File: config.mk
export PLATFORM = sky130hd
export DESIGN_NAME = adc_capture_multich
export DESIGN_NICKNAME = d
export VERILOG_FILES = /design/src/rtl/adc_capture_multich.sv
export SDC_FILE = /design/constraint.sdc
export NUM_CORES = 1
export LEC_CHECK = 0
export CAP_MARGIN = 10
export CORE_MARGIN = 4
export CORE_UTILIZATION = 50
export CTS_CLUSTER_DIAMETER = 30
export DETAILED_ROUTE_END_ITERATION = 6
export PLACE_DENSITY_LB_ADDON = 0.1
export SLEW_MARGIN = 20
export SYNTH_ARGS = -nofsm -noshare
export SYNTH_HDL_FRONTEND = slang
export SYNTH_SLANG_ARGS = --single-unit
File: constraint.sdc
create_clock -name clk -period 5.7 [get_ports clk]
set_input_delay 0.855 -clock clk [delete_from_list [all_inputs] [get_ports clk]]
set_output_delay 0.855 -clock clk [all_outputs]
set_load 0.02 [all_outputs]
File: src/rtl/adc_capture_multich.sv
// Multi-channel multiplexed ADC capture front end: conversion clock and channel
// select generation, sample de-interleave, offset-binary/two's-complement
// conversion, per-channel boxcar averaging with decimation, and a frame FIFO
// feeding an AXI-Stream-style master port.
module adc_capture_multich #(
  parameter int unsigned ADC_W        = 10,
  parameter int unsigned CH_COUNT     = 2,
  parameter int unsigned SEL_W        = 1,
  parameter int unsigned OUT_W        = 16,
  parameter int unsigned CLK_DIV      = 2,
  parameter int unsigned MAX_AVG_LOG2 = 4,
  parameter int unsigned FIFO_DEPTH   = 8,
  localparam int unsigned LVL_W       = $clog2(FIFO_DEPTH + 1)
) (
  input  logic                      clk,
  input  logic                      reset_n,
  input  logic                      enable,
  input  logic [2:0]                avg_log2,
  input  logic                      twos_comp,
  input  logic                      overflow_clr,
  input  logic [ADC_W-1:0]          adc_input,
  output logic [SEL_W-1:0]          adc_sel,
  output logic                      adc_clk,
  output logic [CH_COUNT*OUT_W-1:0] tdata_m,
  output logic                      tvalid_m,
  input  logic                      tready_m,
  output logic                      overflow,
  output logic [LVL_W-1:0]          fifo_level
);

  localparam int unsigned ACC_W   = ADC_W + MAX_AVG_LOG2;
  localparam int unsigned DIV_W   = (CLK_DIV > 1) ? $clog2(CLK_DIV) : 1;
  localparam int unsigned AVG_W   = $clog2(MAX_AVG_LOG2 + 1);
  localparam int unsigned WIN_W   = (MAX_AVG_LOG2 > 0) ? MAX_AVG_LOG2 : 1;
  localparam int unsigned PTR_W   = (FIFO_DEPTH > 1) ? $clog2(FIFO_DEPTH) : 1;
  localparam int unsigned FRM_W   = CH_COUNT * OUT_W;
  localparam int unsigned LAST_CH = CH_COUNT - 1;

  logic [DIV_W-1:0] div_q, div_d;
  logic             adc_clk_q, adc_clk_d;
  logic [SEL_W-1:0] ch_q, ch_d;
  logic [SEL_W-1:0] cap_ch_q, cap_ch_d;
  logic             cap_vld_q, cap_vld_d;
  logic [ADC_W-1:0] smp_q, smp_d;
  logic [AVG_W-1:0] avg_q, avg_d;
  logic [WIN_W-1:0] win_q, win_d;
  logic [ACC_W-1:0] acc_q [CH_COUNT];
  logic [ACC_W-1:0] acc_d [CH_COUNT];
  logic [FRM_W-1:0] res_q, res_d;
  logic             res_vld_q, res_vld_d;
  logic [FRM_W-1:0] mem_q [FIFO_DEPTH];
  logic [FRM_W-1:0] mem_d [FIFO_DEPTH];
  logic [PTR_W-1:0] wp_q, wp_d, rp_q, rp_d;
  logic [LVL_W-1:0] lvl_q, lvl_d;
  logic             tvalid_q, tvalid_d;
  logic [FRM_W-1:0] tdata_q, tdata_d;
  logic             ovf_q, ovf_d;

  logic [ADC_W-1:0] smp_conv;
  logic [ACC_W-1:0] smp_ext;
  logic [AVG_W-1:0] avg_in;
  logic             full, pop, push_ok, drop;

  // Window sum -> average: arithmetic shift for signed data, then extend to OUT_W
  function automatic logic [OUT_W-1:0] scale(input logic [ACC_W-1:0] v,
                                             input logic             tc,
                                             input logic [AVG_W-1:0] sh);
    logic signed [ACC_W:0] sx;
    sx = $signed({tc & v[ACC_W-1], v});
    return OUT_W'(sx >>> sh);
  endfunction

  // Divider, capture, de-interleave and per-channel window accumulation
  always_comb begin
    div_d     = div_q;
    adc_clk_d = adc_clk_q;
    ch_d      = ch_q;
    cap_ch_d  = cap_ch_q;
    cap_vld_d = 1'b0;
    smp_d     = smp_q;
    avg_d     = avg_q;
    win_d     = win_q;
    acc_d     = acc_q;
    res_d     = res_q;
    res_vld_d = 1'b0;

    smp_conv = {~smp_q[ADC_W-1], smp_q[ADC_W-2:0]};
    smp_ext  = twos_comp ? ACC_W'($signed(smp_conv)) : ACC_W'(smp_q);
    avg_in   = (32'(avg_log2) > MAX_AVG_LOG2) ? AVG_W'(MAX_AVG_LOG2) : AVG_W'(avg_log2);

    if (!enable) begin
      adc_clk_d = 1'b0;
      ch_d      = '0;
      win_d     = '0;
      for (int k = 0; k < CH_COUNT; k++) acc_d[k] = '0;
    end else begin
      if (div_q == DIV_W'(CLK_DIV - 1)) begin
        div_d     = '0;
        adc_clk_d = ~adc_clk_q;
        if (!adc_clk_q) begin
          cap_vld_d = 1'b1;
          smp_d     = adc_input;
          cap_ch_d  = ch_q;
          ch_d      = (ch_q == SEL_W'(LAST_CH)) ? '0 : ch_q + 1'b1;
        end
      end else begin
        div_d = div_q + 1'b1;
      end

      if (cap_vld_q) begin
        // window exponent is sampled only on the first sample of a window
        if (cap_ch_q == '0 && win_q == '0) avg_d = avg_in;
        for (int k = 0; k < CH_COUNT; k++) begin
          if (SEL_W'(k) == cap_ch_q) acc_d[k] = acc_q[k] + smp_ext;
        end
        if (cap_ch_q == SEL_W'(LAST_CH)) begin
          if (&(win_q | ({WIN_W{1'b1}} << avg_q))) begin
            for (int k = 0; k < CH_COUNT; k++) begin
              res_d[k*OUT_W +: OUT_W] = scale(acc_d[k], twos_comp, avg_q);
              acc_d[k]                = '0;
            end
            res_vld_d = 1'b1;
            win_d     = '0;
          end else begin
            win_d = win_q + 1'b1;
          end
        end
      end
    end
  end

  // First-word-fall-through frame FIFO with sticky drop flag
  always_comb begin
    full    = (lvl_q == LVL_W'(FIFO_DEPTH));
    pop     = tvalid_q & tready_m;
    push_ok = res_vld_q & (~full | pop);
    drop    = res_vld_q & full & ~pop;
    mem_d   = mem_q;
    wp_d    = wp_q;
    rp_d    = rp_q;
    if (push_ok) begin
      mem_d[wp_q] = res_q;
      wp_d        = wp_q + 1'b1;
    end
    if (pop) rp_d = rp_q + 1'b1;
    lvl_d    = lvl_q + LVL_W'(push_ok) - LVL_W'(pop);
    tvalid_d = (lvl_d != '0);
    tdata_d  = mem_d[rp_d];
    ovf_d    = drop | (ovf_q & ~overflow_clr);
  end

  // State registers
  always_ff @(posedge clk or negedge reset_n) begin
    if (!reset_n) begin
      div_q     <= '0;
      adc_clk_q <= 1'b0;
      ch_q      <= '0;
      cap_ch_q  <= '0;
      cap_vld_q <= 1'b0;
      smp_q     <= '0;
      avg_q     <= '0;
      win_q     <= '0;
      for (int k = 0; k < CH_COUNT; k++) acc_q[k] <= '0;
      res_q     <= '0;
      res_vld_q <= 1'b0;
      for (int i = 0; i < FIFO_DEPTH; i++) mem_q[i] <= '0;
      wp_q      <= '0;
      rp_q      <= '0;
      lvl_q     <= '0;
      tvalid_q  <= 1'b0;
      tdata_q   <= '0;
      ovf_q     <= 1'b0;
    end else begin
      div_q     <= div_d;
      adc_clk_q <= adc_clk_d;
      ch_q      <= ch_d;
      cap_ch_q  <= cap_ch_d;
      cap_vld_q <= cap_vld_d;
      smp_q     <= smp_d;
      avg_q     <= avg_d;
      win_q     <= win_d;
      acc_q     <= acc_d;
      res_q     <= res_d;
      res_vld_q <= res_vld_d;
      mem_q     <= mem_d;
      wp_q      <= wp_d;
      rp_q      <= rp_d;
      lvl_q     <= lvl_d;
      tvalid_q  <= tvalid_d;
      tdata_q   <= tdata_d;
      ovf_q     <= ovf_d;
    end
  end

  assign adc_clk    = adc_clk_q;
  assign adc_sel    = ch_q;
  assign tdata_m    = tdata_q;
  assign tvalid_m   = tvalid_q;
  assign overflow   = ovf_q;
  assign fifo_level = lvl_q;

endmodule

==> results of run 1 <==
==> cell families after synthesis <==
logic type | Yosys count | synth area share, %
compound gates | 694 | 21.46
simple gates | 662 | 15.20
flops | 381 | 47.81
buf+inv | 236 | 4.944
mux | 124 | 6.921
fa+ha+maj | 37 | 2.434
xor+xnor | 27 | 1.224
==> worst reg2reg max path: stages (launching register included) <==
cell	delay (ps)
dfrtp_1	350
inv_1	110
ha_1	240
inv_1	130
ha_1	400
a21oi_1	330
o31ai_1	100
a22oi_1	310
mux2_2	370
a41oi_1	420
nand2_1	200
a221oi_2	330
o221ai_1	160
==> power by group <==
part	total, uW	internal [uW]	switching (uW)	leakage, uW
clock	5340	3700	1640	0.00156
sequential	3760	3210	550	0.00509
combinational	5060	1720	3340	0.00406
total	14200	8630	5530	0.0107
==> flip-flops by register name, summed over array words and instances, names as in the netlist, 4 cells and up <==
register,cells
win_q,4
acc_q,28
fifo_level,4
res_q,30
tdata_m,32
smp_q,10
mem_q,256
==> worst max-delay path by stage <==
stage | cells past startpoint | to | from | slack, ps
CTS | 12 | res_q[27] | twos_comp | 1540
global route | 12 | res_q[27] | twos_comp | 1280
detailed placement | 12 | res_q[27] | twos_comp | 900
global placement | 12 | res_q[27] | twos_comp | 960
finish | 12 | res_q[27] | twos_comp | 1450
floorplan | 11 | res_q[20] | twos_comp | 2300
==> routing by layer <==
layer  part of all wire, %  up-vias  global-route usage, %
li1                      -     7833                      -
met1                    42     8259                  37.11
met2                    48      615                  44.36
met3                   7.0      131                  5.682
met4                   3.7        0                  11.05
met5                     0        -                      0
==> synth_stat cells (all sizes together) (25+ instances only) <==
| cell | instances |
|---|---|
| nand3 | 77 |
| nor2b | 25 |
| o21ai | 304 |
| a22oi | 66 |
| inv | 76 |
| nor2 | 107 |
| mux2 | 101 |
| o22ai | 78 |
| nor3 | 43 |
| clkbuf | 133 |
| dfrtp | 381 |
| nand2 | 321 |
| a21oi | 81 |
| buf | 26 |
| ha | 34 |
==> stage by stage <==
stage          hold slack, ps  instances  utilization, %
6_report                319.2       2780           61.84
5_1_grt                 387.2       2780           61.84
4_1_cts                 375.7       2780           61.84
3_5_place_dp            467.9       2615           53.58
3_3_place_gp            458.3       2615           53.58
2_1_floorplan           446.3       2161               -
==> layout make-up <==
class | count | share of cell area, %
multi-input cells | 1544 | 39.54
flip-flops and latches | 381 | 39.53
repair buffers | 95 | 3.683
clock inverters | 55 | 3.123
inverters | 77 | 1.209
clock buffers | 110 | 10.23
well taps | 518 | 2.687
==> impl_metrics.json, run 1 <==
{
  "status": "complete, no violations",
  "synth_flop_cell": "dfrtp_1",
  "crit_slowest_cell": "clkdlybuf4s50_1",
  "vias": 16840,
  "ant_nets": 0,
  "n_fill_cell": 3230,
  "antennaDiodeCount": 0,
  "ys_seq_elements": 381,
  "grt_pass1_wl_mm": 95.92,
  "cts-root-buf": "clkbuf_16",
  "clk_pin_slew_worst_paths_ps": 50,
  "rsz0062_at_grt": "false",
  "ys_types": 94,
  "critPathLaunchType": "input pin",
  "critPathMaxStageDelay_ps": 670,
  "areaGrowthSynthToFinish_pct": 20.96,
  "grt_usage_pct": 27.65,
  "fin_worst_skew_ps": 15.75,
  "critPathCaptureType": "flop",
  "drt_wl_total_mm": 59.95,
  "setup.worst_path.class": "in -> reg",
  "crit_buf_inv": 2,
  "via_per_inst": 6.057,
  "antenna_found_initial": 0,
  "yosysWarnings": 0,
  "cts.path.max_buffers": 3,
  "async_flop_share_pct": 100.0,
  "total_power_uw": 14160,
  "setup_viol": 0,
  "place_congestion": 0.8871,
  "cts_tree": "built",
  "die-area_um2": 43140,
  "numCtsBuffers": 90,
  "rr_startpoint": "smp_q[9]",
  "fin_crit_sh_pct": 74.59,
  "power.density_nw_per_um2": 587.1,
  "fmax_mhz": 235.2,
  "ys_seq_area_share_pct": 47.81,
  "synthCells": 2161,
  "synth_edf_count": 0,
  "setup_tns_ps": 0,
  "fin_ws_ps": 1448,
  "path_cells": "clkdlybuf4s50_1 -> ha_1 -> inv_1 -> ha_1 -> a21oi_1 -> o31ai_1 -> a22oi_1 -> mux2_2 -> a41oi_1 -> nand2_1 -> a221oi_2 -> o221ai_1",
  "syn-cell-area_um2": 19940,
  "grt_overflow": 0,
  "drc_errors": 0,
  "critPathArrivalTime_ps": 4720,
  "crit_required_ps": 6170,
  "post-cts-setup-buffers": 0,
  "io_pins": 59,
  "ir_drop_mv": 0.4437,
  "path_max_fanout": 14,
  "syn_area_per_cell_um2": 9.228,
  "layout_commonest_cell": "dfrtp_1",
  "ctsHoldBuffers": 0,
  "drv_cap": 0,
  "grt_pass1_vias": 16640,
  "layout.nets": 2245,
  "reg2reg_slack_ps": 2110,
  "final_cell_mix": "dfrtp_1, nand2_1, o21ai_0, nor2_1, mux2_2",
  "fp.dieW_um": 207.7,
  "insertion_delay_ps": 610,
  "drive_gt1_share_pct": 15.03,
  "place_worst_setup_slack_ps": 901.2,
  "min_path_type": "in -> async",
  "register_area_um2": 9535,
  "maxSlewHeadroom_pct": 36.21,
  "critPathMostFrequentCell": "ha_1",
  "row_count": 72,
  "slew_viol_final": 0,
  "synth.net_count": 2217,
  "dpl.hpwl_mm": 37.16,
  "reg2reg_to": "res_q[27]",
  "start_util_pct": 51.12,
  "worst_pin_slew_ps": 956.9,
  "finalCriticalPeriod_ps": 4252,
  "synth_top_area_cell": "dfrtp_1",
  "htreeDepth": 3,
  "grt_max_degree": 134,
  "clock-sinks": 381,
  "avgRoutedWirePerCell_um": 21.57,
  "fin_area_um2": 24120,
  "multiInputGateArea_um2": 9537,
  "critPathTopFamily": "compound AO/OA/AOI/OAI gates",
  "placed_area_um2": 20900,
  "finalHoldViolCount": 0,
  "synth.area.top_cells": "dfrtp_1, o21ai_0, nand2_1",
  "firstDrtPassIters": 5,
  "die_y_um": 207.7,
  "core_um2": 39010,
  "io_buffers": 58,
  "synth.top_cell.area_share_pct": 47.81,
  "drtIter0Drc": 1590,
  "reg2reg_depth": 12,
  "leakage_uw": 0.01072,
  "cts_resized": 0
}
Note: power is estimated with default switching activity, not from simulation.
==> run 2, diff against run 1 <==
- clock period: 5.7 -> 3.8 ns (I/O delays scaled with it)
==> run 2 against run 1 <==
  * The flow now finishes with violations (design-rule violations, negative hold slack)
  * Largest power group unchanged
  * Global-route usage rose by 1.0 points
  * Register-to-register slack got worse by 1500 ps
  * Core utilization rose by 1.2 points
  * Combinational power rose by 58%
  * Wire length rose by 3.2%
==> impl_metrics.json, run 2 (synthesis results as in run 1) <==
{
  "grt_overflow": 0,
  "htreeDepth": 3,
  "slew_viol_final": 0,
  "drt_wl_total_mm": 61.89,
  "fin_util_pct": 63.06,
  "critPathArrivalTime_ps": 3690,
  "clock-sinks": 381,
  "finalCriticalPeriod_ps": 3210,
  "setup.worst_path.class": "in -> reg",
  "finalHoldViolCount": 24,
  "fmax_mhz": 311.5,
  "areaGrowthSynthToFinish_pct": 23.36,
  "grt_pass1_wl_mm": 99.17,
  "layout_commonest_cell": "dfrtp_1",
  "firstDrtPassIters": 7,
  "leakage_uw": 0.01094,
  "cts-root-buf": "clkbuf_16",
  "drive_gt1_share_pct": 16.41,
  "fin_worst_skew_ps": 39.34,
  "drtIter0Drc": 1330,
  "grt_pass1_vias": 17330,
  "clk_pin_slew_worst_paths_ps": 50,
  "setup_viol": 0,
  "vias": 17160,
  "ir_drop_mv": 0.5803,
  "post-cts-setup-buffers": 0,
  "status": "finished, violations left",
  "fin_crit_sh_pct": 84.48,
  "io_pins": 59,
  "n_fill_cell": 3218,
  "largest_reg_flops": 256,
  "violations": "design-rule violations, negative hold slack",
  "final_cell_mix": "dfrtp_1, nand2_1, o21ai_0, nor2_1, mux2_2",
  "die-area_um2": 43140,
  "via_per_inst": 6.094,
  "die_y_um": 207.7,
  "start_util_pct": 51.12,
  "regMostFlops": "mem_q",
  "cts_tree": "built",
  "antennaDiodeCount": 0,
  "hold_ws_ps": -45.92,
  "io_buffers": 58,
  "row_count": 72,
  "path_max_fanout": 4,
  "ctsHoldBuffers": 0,
  "drc_errors": 3,
  "power.density_nw_per_um2": 887.9,
  "fp.dieW_um": 207.7,
  "rsz0062_at_grt": "false",
  "cts.path.max_buffers": 3,
  "avgRoutedWirePerCell_um": 21.98,
  "grt_max_degree": 97,
  "insertion_delay_ps": 620,
  "grt_usage_pct": 28.69,
  "place_congestion": 0.9268,
  "maxSlewHeadroom_pct": 36.08,
  "critPathLaunchType": "input pin",
  "numCtsBuffers": 91,
  "place_worst_setup_slack_ps": -7.051,
  "cts_resized": 0,
  "fin_ws_ps": 589.8,
  "antenna_found_initial": 0,
  "crit_required_ps": 4280,
  "setup_tns_ps": 0,
  "drv_cap": 0,
  "worst_pin_slew_ps": 957.7,
  "critPathCaptureType": "flop",
  "dpl.hpwl_mm": 39.24,
  "layout.nets": 2278,
  "core_um2": 39010,
  "min_path_type": "in -> async",
  "ant_nets": 0
}
-- run 2: cell count changes in the layout (fill, tap and decap cells not counted), moves of 3 or more --
cell,before,now
buf_4,35,54
buf_12,2,15
clkinv_2,21,13
clkinvlp_4,10,18
clkbuf_8,14,9
clkinv_4,3,7
clkbuf_16,90,93
clkinv_8,3,0
inv_16,0,3
inv_6,2,5
-- run 2: layout make-up --
| type | instances | area (um2) | share of cell area, % |
|---|---|---|---|
| clock buffers | 107 | 2470 | 10.04 |
| clock inverters | 62 | 827.0 | 3.362 |
| inverters | 77 | 291.5 | 1.185 |
| multi-input cells | 1544 | 9537 | 38.77 |
| flip-flops and latches | 381 | 9535 | 38.76 |
| well taps | 518 | 648.1 | 2.635 |
| repair buffers | 127 | 1291 | 5.249 |
-- run 2: stage by stage --
stage	instance area [um2]	hold slack [ps]	std cells	total power (uW)
after CTS	24600	11.83	2816	21840
final	24600	-45.92	2816	21840
after global placement	21300	459.1	2647	13450
after floorplan	19940	274.4	2161	10400
after global routing	24600	37.49	2816	22940
after detailed placement	21300	466.6	2647	13550
-- run 2: worst paths after layout --
check	start	cells past startpoint	to	slack, ps
max	twos_comp	13	res_q[27]	590
min	reset_n	1	tvalid_m	-50
max reg2reg	smp_q[9]	13	res_q[27]	590
min reg2reg	mem_q[106]	2	mem_q[106]	480
max in group asynchronous	reset_n	2	acc_q[12]	2820
min in group clk	mem_q[106]	2	mem_q[106]	480
-- run 2: metal layers --
metal	share of wire [%]	track usage (%)	up-vias	wire length, um
met1	42	38.24	8485	26170
met2	48	46.66	606	29700
met5	0	0	-	0
li1	-	-	7938	-
met3	6.2	5.561	131	3863
met4	3.5	11.33	0	2148
-- run 2: power breakdown --
group	switching [uW]	internal, uW	total, uW
combinational	5130	2850	7980
clock	2570	5630	8200
sequential	844	4810	5660
total	8540	13300	21800
-- run 2: critical path: stages --
cell and delay, ps:
clkdlybuf4s50_1 470, ha_1 300, inv_1 50, ha_1 310, a21oi_1 280, o31ai_1 100
a22oi_1 280, mux2_2 370, a41oi_1 210, buf_4 170, nand2_1 90, a221oi_2 320
o221ai_1 170
